[src/rtl/dram_tester.sv]
// Block-RAM test engine: writes P(a), reads it back and compares, then repeats
// with ~P(a). It reports pass/fail, a saturating error count and the first bad beat.
module dram_tester #(
  parameter int unsigned       ADDR_W = 15,
  parameter int unsigned       DATA_W = 8,
  parameter int unsigned       RD_LAT = 1,
  parameter logic [DATA_W-1:0] SEED   = 8'hA5
) (
  input  logic              clka,
  input  logic              rst,
  input  logic              start,
  output logic              busy,
  output logic              done,
  output logic              pass,
  output logic [15:0]       err_count,
  output logic [ADDR_W-1:0] first_err_addr,
  output logic [DATA_W-1:0] first_err_exp,
  output logic [DATA_W-1:0] first_err_got,
  output logic              wea,
  output logic [ADDR_W-1:0] addra,
  output logic [DATA_W-1:0] dina,
  input  logic [DATA_W-1:0] douta
);

  localparam int unsigned CW = (RD_LAT > 1) ? $clog2(RD_LAT) : 1;
  localparam int unsigned PW = (ADDR_W > 2 * DATA_W) ? ADDR_W : 2 * DATA_W;

  typedef enum logic [2:0] {IDLE, WR, RD, FLUSH, DONE} state_t;

  state_t            state, state_n;
  logic              ph, ph_n;
  logic [ADDR_W-1:0] addr, addr_n;
  logic [CW-1:0]     fcnt, fcnt_n;
  logic              wea_n;
  logic [ADDR_W-1:0] addra_n;
  logic [DATA_W-1:0] dina_n;
  logic [DATA_W-1:0] exp_n;
  logic              issue_n;
  logic              kick;

  // Issue stage travels with addra; the RD_LAT-deep line then lines it up with douta.
  logic              iss_v;
  logic [ADDR_W-1:0] iss_a;
  logic [DATA_W-1:0] iss_e;
  logic              line_v [RD_LAT];
  logic [ADDR_W-1:0] line_a [RD_LAT];
  logic [DATA_W-1:0] line_e [RD_LAT];
  logic              mism;

  function automatic logic [DATA_W-1:0] pattern(input logic [ADDR_W-1:0] a);
    logic [PW-1:0] w;
    w = PW'(a);
    return w[DATA_W-1:0] ^ w[2*DATA_W-1:DATA_W] ^ SEED;
  endfunction

  always_comb begin
    state_n = state;
    ph_n    = ph;
    addr_n  = addr;
    fcnt_n  = fcnt;
    wea_n   = 1'b0;
    addra_n = '0;
    dina_n  = '0;
    issue_n = 1'b0;
    kick    = 1'b0;
    exp_n   = ph ? ~pattern(addr) : pattern(addr);
    case (state)
      IDLE, DONE: begin
        if (start) begin
          kick    = 1'b1;
          state_n = WR;
          ph_n    = 1'b0;
          addr_n  = '0;
        end
      end
      WR: begin
        wea_n   = 1'b1;
        addra_n = addr;
        dina_n  = exp_n;
        addr_n  = addr + 1'b1;
        if (addr == '1) state_n = RD;
      end
      RD: begin
        addra_n = addr;
        issue_n = 1'b1;
        addr_n  = addr + 1'b1;
        if (addr == '1) begin
          state_n = FLUSH;
          fcnt_n  = '0;
        end
      end
      FLUSH: begin
        fcnt_n = fcnt + 1'b1;
        if (fcnt == CW'(RD_LAT - 1)) begin
          state_n = ph ? DONE : WR;
          ph_n    = 1'b1;
        end
      end
      default: state_n = IDLE;
    endcase
  end

  always_comb mism = line_v[RD_LAT-1] && (douta != line_e[RD_LAT-1]);

  always_ff @(posedge clka) begin
    if (rst) begin
      state <= IDLE;
      ph    <= 1'b0;
      addr  <= '0;
      fcnt  <= '0;
      wea   <= 1'b0;
      addra <= '0;
      dina  <= '0;
      busy  <= 1'b0;
      done  <= 1'b0;
      iss_v <= 1'b0;
      iss_a <= '0;
      iss_e <= '0;
      for (int unsigned i = 0; i < RD_LAT; i++) begin
        line_v[i] <= 1'b0;
        line_a[i] <= '0;
        line_e[i] <= '0;
      end
    end else begin
      state <= state_n;
      ph    <= ph_n;
      addr  <= addr_n;
      fcnt  <= fcnt_n;
      wea   <= wea_n;
      addra <= addra_n;
      dina  <= dina_n;
      busy  <= (state_n == WR) || (state_n == RD) || (state_n == FLUSH);
      // The last compare lands one edge after DONE is entered, so done follows it.
      done  <= (state == DONE) && !kick;
      iss_v <= issue_n;
      iss_a <= addr;
      iss_e <= exp_n;
      line_v[0] <= iss_v && !kick;
      line_a[0] <= iss_a;
      line_e[0] <= iss_e;
      for (int unsigned i = 1; i < RD_LAT; i++) begin
        line_v[i] <= line_v[i-1] && !kick;
        line_a[i] <= line_a[i-1];
        line_e[i] <= line_e[i-1];
      end
    end
  end

  always_ff @(posedge clka) begin
    if (rst || kick) begin
      err_count      <= '0;
      first_err_addr <= '0;
      first_err_exp  <= '0;
      first_err_got  <= '0;
    end else if (mism) begin
      if (err_count != '1) err_count <= err_count + 1'b1;
      if (err_count == '0) begin
        first_err_addr <= line_a[RD_LAT-1];
        first_err_exp  <= line_e[RD_LAT-1];
        first_err_got  <= douta;
      end
    end
  end

  always_comb pass = done && (err_count == '0);

endmodule

[config.mk]
export PLATFORM = sky130hd
export DESIGN_NAME = dram_tester
export DESIGN_NICKNAME = d
export VERILOG_FILES = /design/src/rtl/dram_tester.sv
export SDC_FILE = /design/constraint.sdc
export NUM_CORES = 1
export LEC_CHECK = 0
export ABC_AREA = 1
export BUFFER_PORTS_ARGS = -buffer_cell sky130_fd_sc_hd__buf_2
export CAP_MARGIN = 20
export CORE_UTILIZATION = 33
export DETAILED_ROUTE_END_ITERATION = 12
export GPL_TIMING_DRIVEN = 0
export PLACE_DENSITY = 0.59
export SLEW_MARGIN = 20
export SYNTH_ARGS = -nofsm -noshare
export SYNTH_HDL_FRONTEND = slang
export SYNTH_SLANG_ARGS = --single-unit
[constraint.sdc]
create_clock -name clka -period 1.6 [get_ports clka]
set_clock_uncertainty 0.15 [all_clocks]
set_input_delay 0.24 -clock clka [delete_from_list [all_inputs] [get_ports clka]]
set_output_delay 0.24 -clock clka [all_outputs]
set_load 0.02 [all_outputs]
==> flow_metrics.tcl <==
set metrics [dict create \
    globalRouteTotalUtil_pct 16.3 \
    critPathRequiredTime_ns 1.21 \
    end_of_flow_core_utilization_pct 45.3 \
    num_antenna_cells 0 \
    min_period_over_period_pct 119 \
    cell_with_the_biggest_individual_delay_on_the_critical_path "dfxtp_4" \
    cpPeakStageDelay_ns 0.35 \
    vdd_ir_drop_max_mv 0.759 \
    detailedPlace.worstSlack_ns -0.522 \
    synth_most_common_cell "nand2_1" \
    fin_setup_tns_ns -10.27 \
    synth_largest_area_cell "dfxtp_1" \
    tritoncts_num_sinks 141 \
    maxCapViolCount 0 \
    p_total_mw 8.03 \
    number_of_synthesized_flops_with_an_enable_pin 0 \
    die_area_mm2 0.0181 \
    rows 48 \
    path_max_fanout 2 \
    coreArea_mm2 0.0172 \
    power_per_cell_area_mw_per_mm2 1030 \
    synth_seq_area_share_pct 48.7 \
    final_period_minus_worst_setup_slack_ns 1.91 \
    min_path_type "in2reg" \
    synth.top_cells.by_area "dfxtp_1, nand2_1, nor2_1, inv_1, nand3_1" \
    routed-via-count 5134 \
    critical_path.endpoint_type "output port" \
    final_net_count 956 \
    cts_made_buffers 17 \
    worstSetupStartpoint "err_count[1]$_SDFFE_PP0P_" \
    layout.filler_cells 1711 \
    post_drt_wl_per_cell_um 12.1 \
    top_level_ports 85 \
    detailedPlacementHpwl_um 9930 \
    critical_path_class "reg2out" \
    drt-pass1-iter-count 5 \
    seqCellArea_mm2 0.00287 \
    cp.arrival_ns 1.52 \
    rsz0062_at_grt "true" \
    worst-r2r-cell-count 10 \
    syn_avg_cell_area_um2 7.15 \
    synth-warning-count 0 \
    grt_overflow_total 0 \
    clock_path_buffers 2 \
    synthesized_flop_and_latch_total 141 \
    fin_worst_hold_slack_ns -0.0101 \
    async_reset_ff_share_pct 0 \
    slew-limit-headroom_pct 61.0 \
    top_post_synthesis_cells_by_count "nand2_1, nor2_1, dfxtp_1" \
    htree_num_levels 4 \
    final-instance-count-excl-fill 1179 \
    grt_start_max_net_pins 17 \
    slew_violations 0 \
    multi_input_area_mm2 0.00260 \
    port-buffer-count 84 \
    crit_reg_reg_endpoint "first_err_addr[3]$_SDFFE_PP0P_" \
    post_route_cells_drive_above_1_share_pct 27.8 \
    syn-cell-area_mm2 0.00579 \
    setup_violations 49 \
    routed_wl_um 14300 \
    r2r_setup_slack_ns -0.27 \
    globalplace.congestion 0.903 \
    vias_per_cell 4.35 \
    placement.cell_area_mm2 0.00655 \
    synth.net_count 824 \
    synth_largest_type_area_fraction_pct 48.7 \
    violations "negative hold slack, negative setup slack" \
    cells_after_synth 810 \
    most_frequently_used_flop_master_after_synthesis "dfxtp_1" \
    fp.dieH_um 134 \
    setup.worst_path.end "pass" \
    dieWidth_um 134 \
    antenna_found_initial 0 \
    ant_nets 0 \
    area_growth_pct 34.8 \
    floorplan.initialDensity_pct 33.6 \
    worstSkewPairLatency_ns 0.42 \
    run_status "complete, but fails checks" \
    timing_worst_slew_pin_value_ns 0.585 \
    synth.distinct_cells 33 \
    initialDrtViolationCount 314 \
    power_leakage_nw 3.66 \
    grt_first_pass_wirelength_um 23100 \
    worstReg2RegStart "err_count[1]$_SDFFE_PP0P_" \
    fmax_ghz 0.524 \
    cts-root-buf "clkbuf_16" \
    cts_tree "done" \
    finalWorstSetupSlack_ns -0.308 \
    final_hold_viol_count 1 \
    post_route_standard_cell_area_excluding_fillers_mm2 0.00780 \
    critical_path.cell_chain "inv_4 -> ha_4 -> nand2_2 -> nor3_2 -> nand2_1 -> nor3b_2 -> buf_4" \
    cts.reportedPaths.clkPinSlew_ns 0.06 \
    placedCellCount 1119 \
    category_of_the_worst_setup_path_launch_point "flip-flop" \
    number_of_global_route_vias_before_repair 4788 \
    drt_drc_violations_left 0 \
]
## cell families (layout without fill, tap and decap cells)
| logic type | count (synthesis) | count (layout) | synth area share (%) |
|---|---|---|---|
| AND/OR/NAND/NOR | 439 | 439 | 31.7 |
| buffers and inverters | 160 | 304 | 10.9 |
| flip-flops | 141 | 141 | 48.7 |
| AO/OA/AOI/OAI | 44 | 44 | 4.56 |
| XOR/XNOR | 23 | 23 | 3.48 |
| adder cells (fa/ha/maj) | 3 | 3 | 0.648 |
## final cells by class
class                           instances  share of cell area, %
Timing Repair Buffer                  115                   9.70
Multi-Input combinational cell        509                   33.3
Inverter                              134                   6.51
Sequential cell                       141                   36.8
Buffer                                 24                   2.12
Clock buffer                           20                   5.85
Tap cell                              225                   3.61
Clock inverter                         11                   2.12
## flip-flops by register name, indices dropped and copies added (netlist names), 15 cells and up
register and flops:
addr 15, addra 15, err_count 16, first_err_addr 15, iss_a 15, line_a 15
## worst max-delay path: cells and delay by family, from the launching register on
family / cells / cell delay, ns
buf+inv: 2 / 0.21
simple gates: 4 / 0.41
flops: 1 / 0.35
fa+ha+maj: 1 / 0.13
## cell usage in the layout (no fill, tap or decap), types with 10 or more instances in the layout
master	instances
dfxtp_1	115
inv_1	118
xor2_1	13
nand4_1	15
xnor2_1	10
buf_2	89
a21oi_1	13
buf_4	15
dfxtp_2	19
a21oi_2	16
nand3_1	26
nor2_1	169
clkbuf_16	17
inv_2	13
nand2_2	18
nand2_1	168
## how the worst min path moves through the flow
stage,from,endpoint,slack (ns),cells after the start
3_3_place_gp,iss_e[0]$_SDFF_PP0_,line_e[0][0]$_SDFF_PP0_,0.24,2
3_5_place_dp,iss_a[9]$_SDFF_PP0_,line_a[0][9]$_SDFF_PP0_,0.24,2
6_report,start,done$_SDFF_PP0_,-0.01,4
2_1_floorplan,rst,wea$_SDFF_PP0_,0.17,1
4_1_cts,rst,addr[1]$_SDFFE_PP0P_,0.05,4
5_1_grt,start,done$_SDFF_PP0_,0.06,4
## layer usage
layer  share of wire (%)  vias up  GRT usage, %
met5                   0        -             0
met4                 2.8        0          7.43
met3                 4.2       37          3.42
met2                  45      118          26.2
met1                  48     2278          21.0
li1                    -     2701             -
## report_power, final
| part | internal [mW] | total (mW) | switching, mW |
|---|---|---|---|
| Combinational | 0.110 | 0.316 | 0.206 |
| Clock | 2.68 | 4.16 | 1.48 |
| Sequential | 3.53 | 3.55 | 0.0217 |
| Total | 6.32 | 8.03 | 1.71 |
## what timing repair did
action / in CTS / in global routing
setup endpoints to repair: 73 / 75
pin swaps: 8 / 27
resized for setup: 35 / 83
gates cloned: 1 / 0
endpoints found under the hold margin: 12 / 0
setup buffers: 11 / 11
hold buffers: 10 / 0
(Power assumes the default switching activity.)
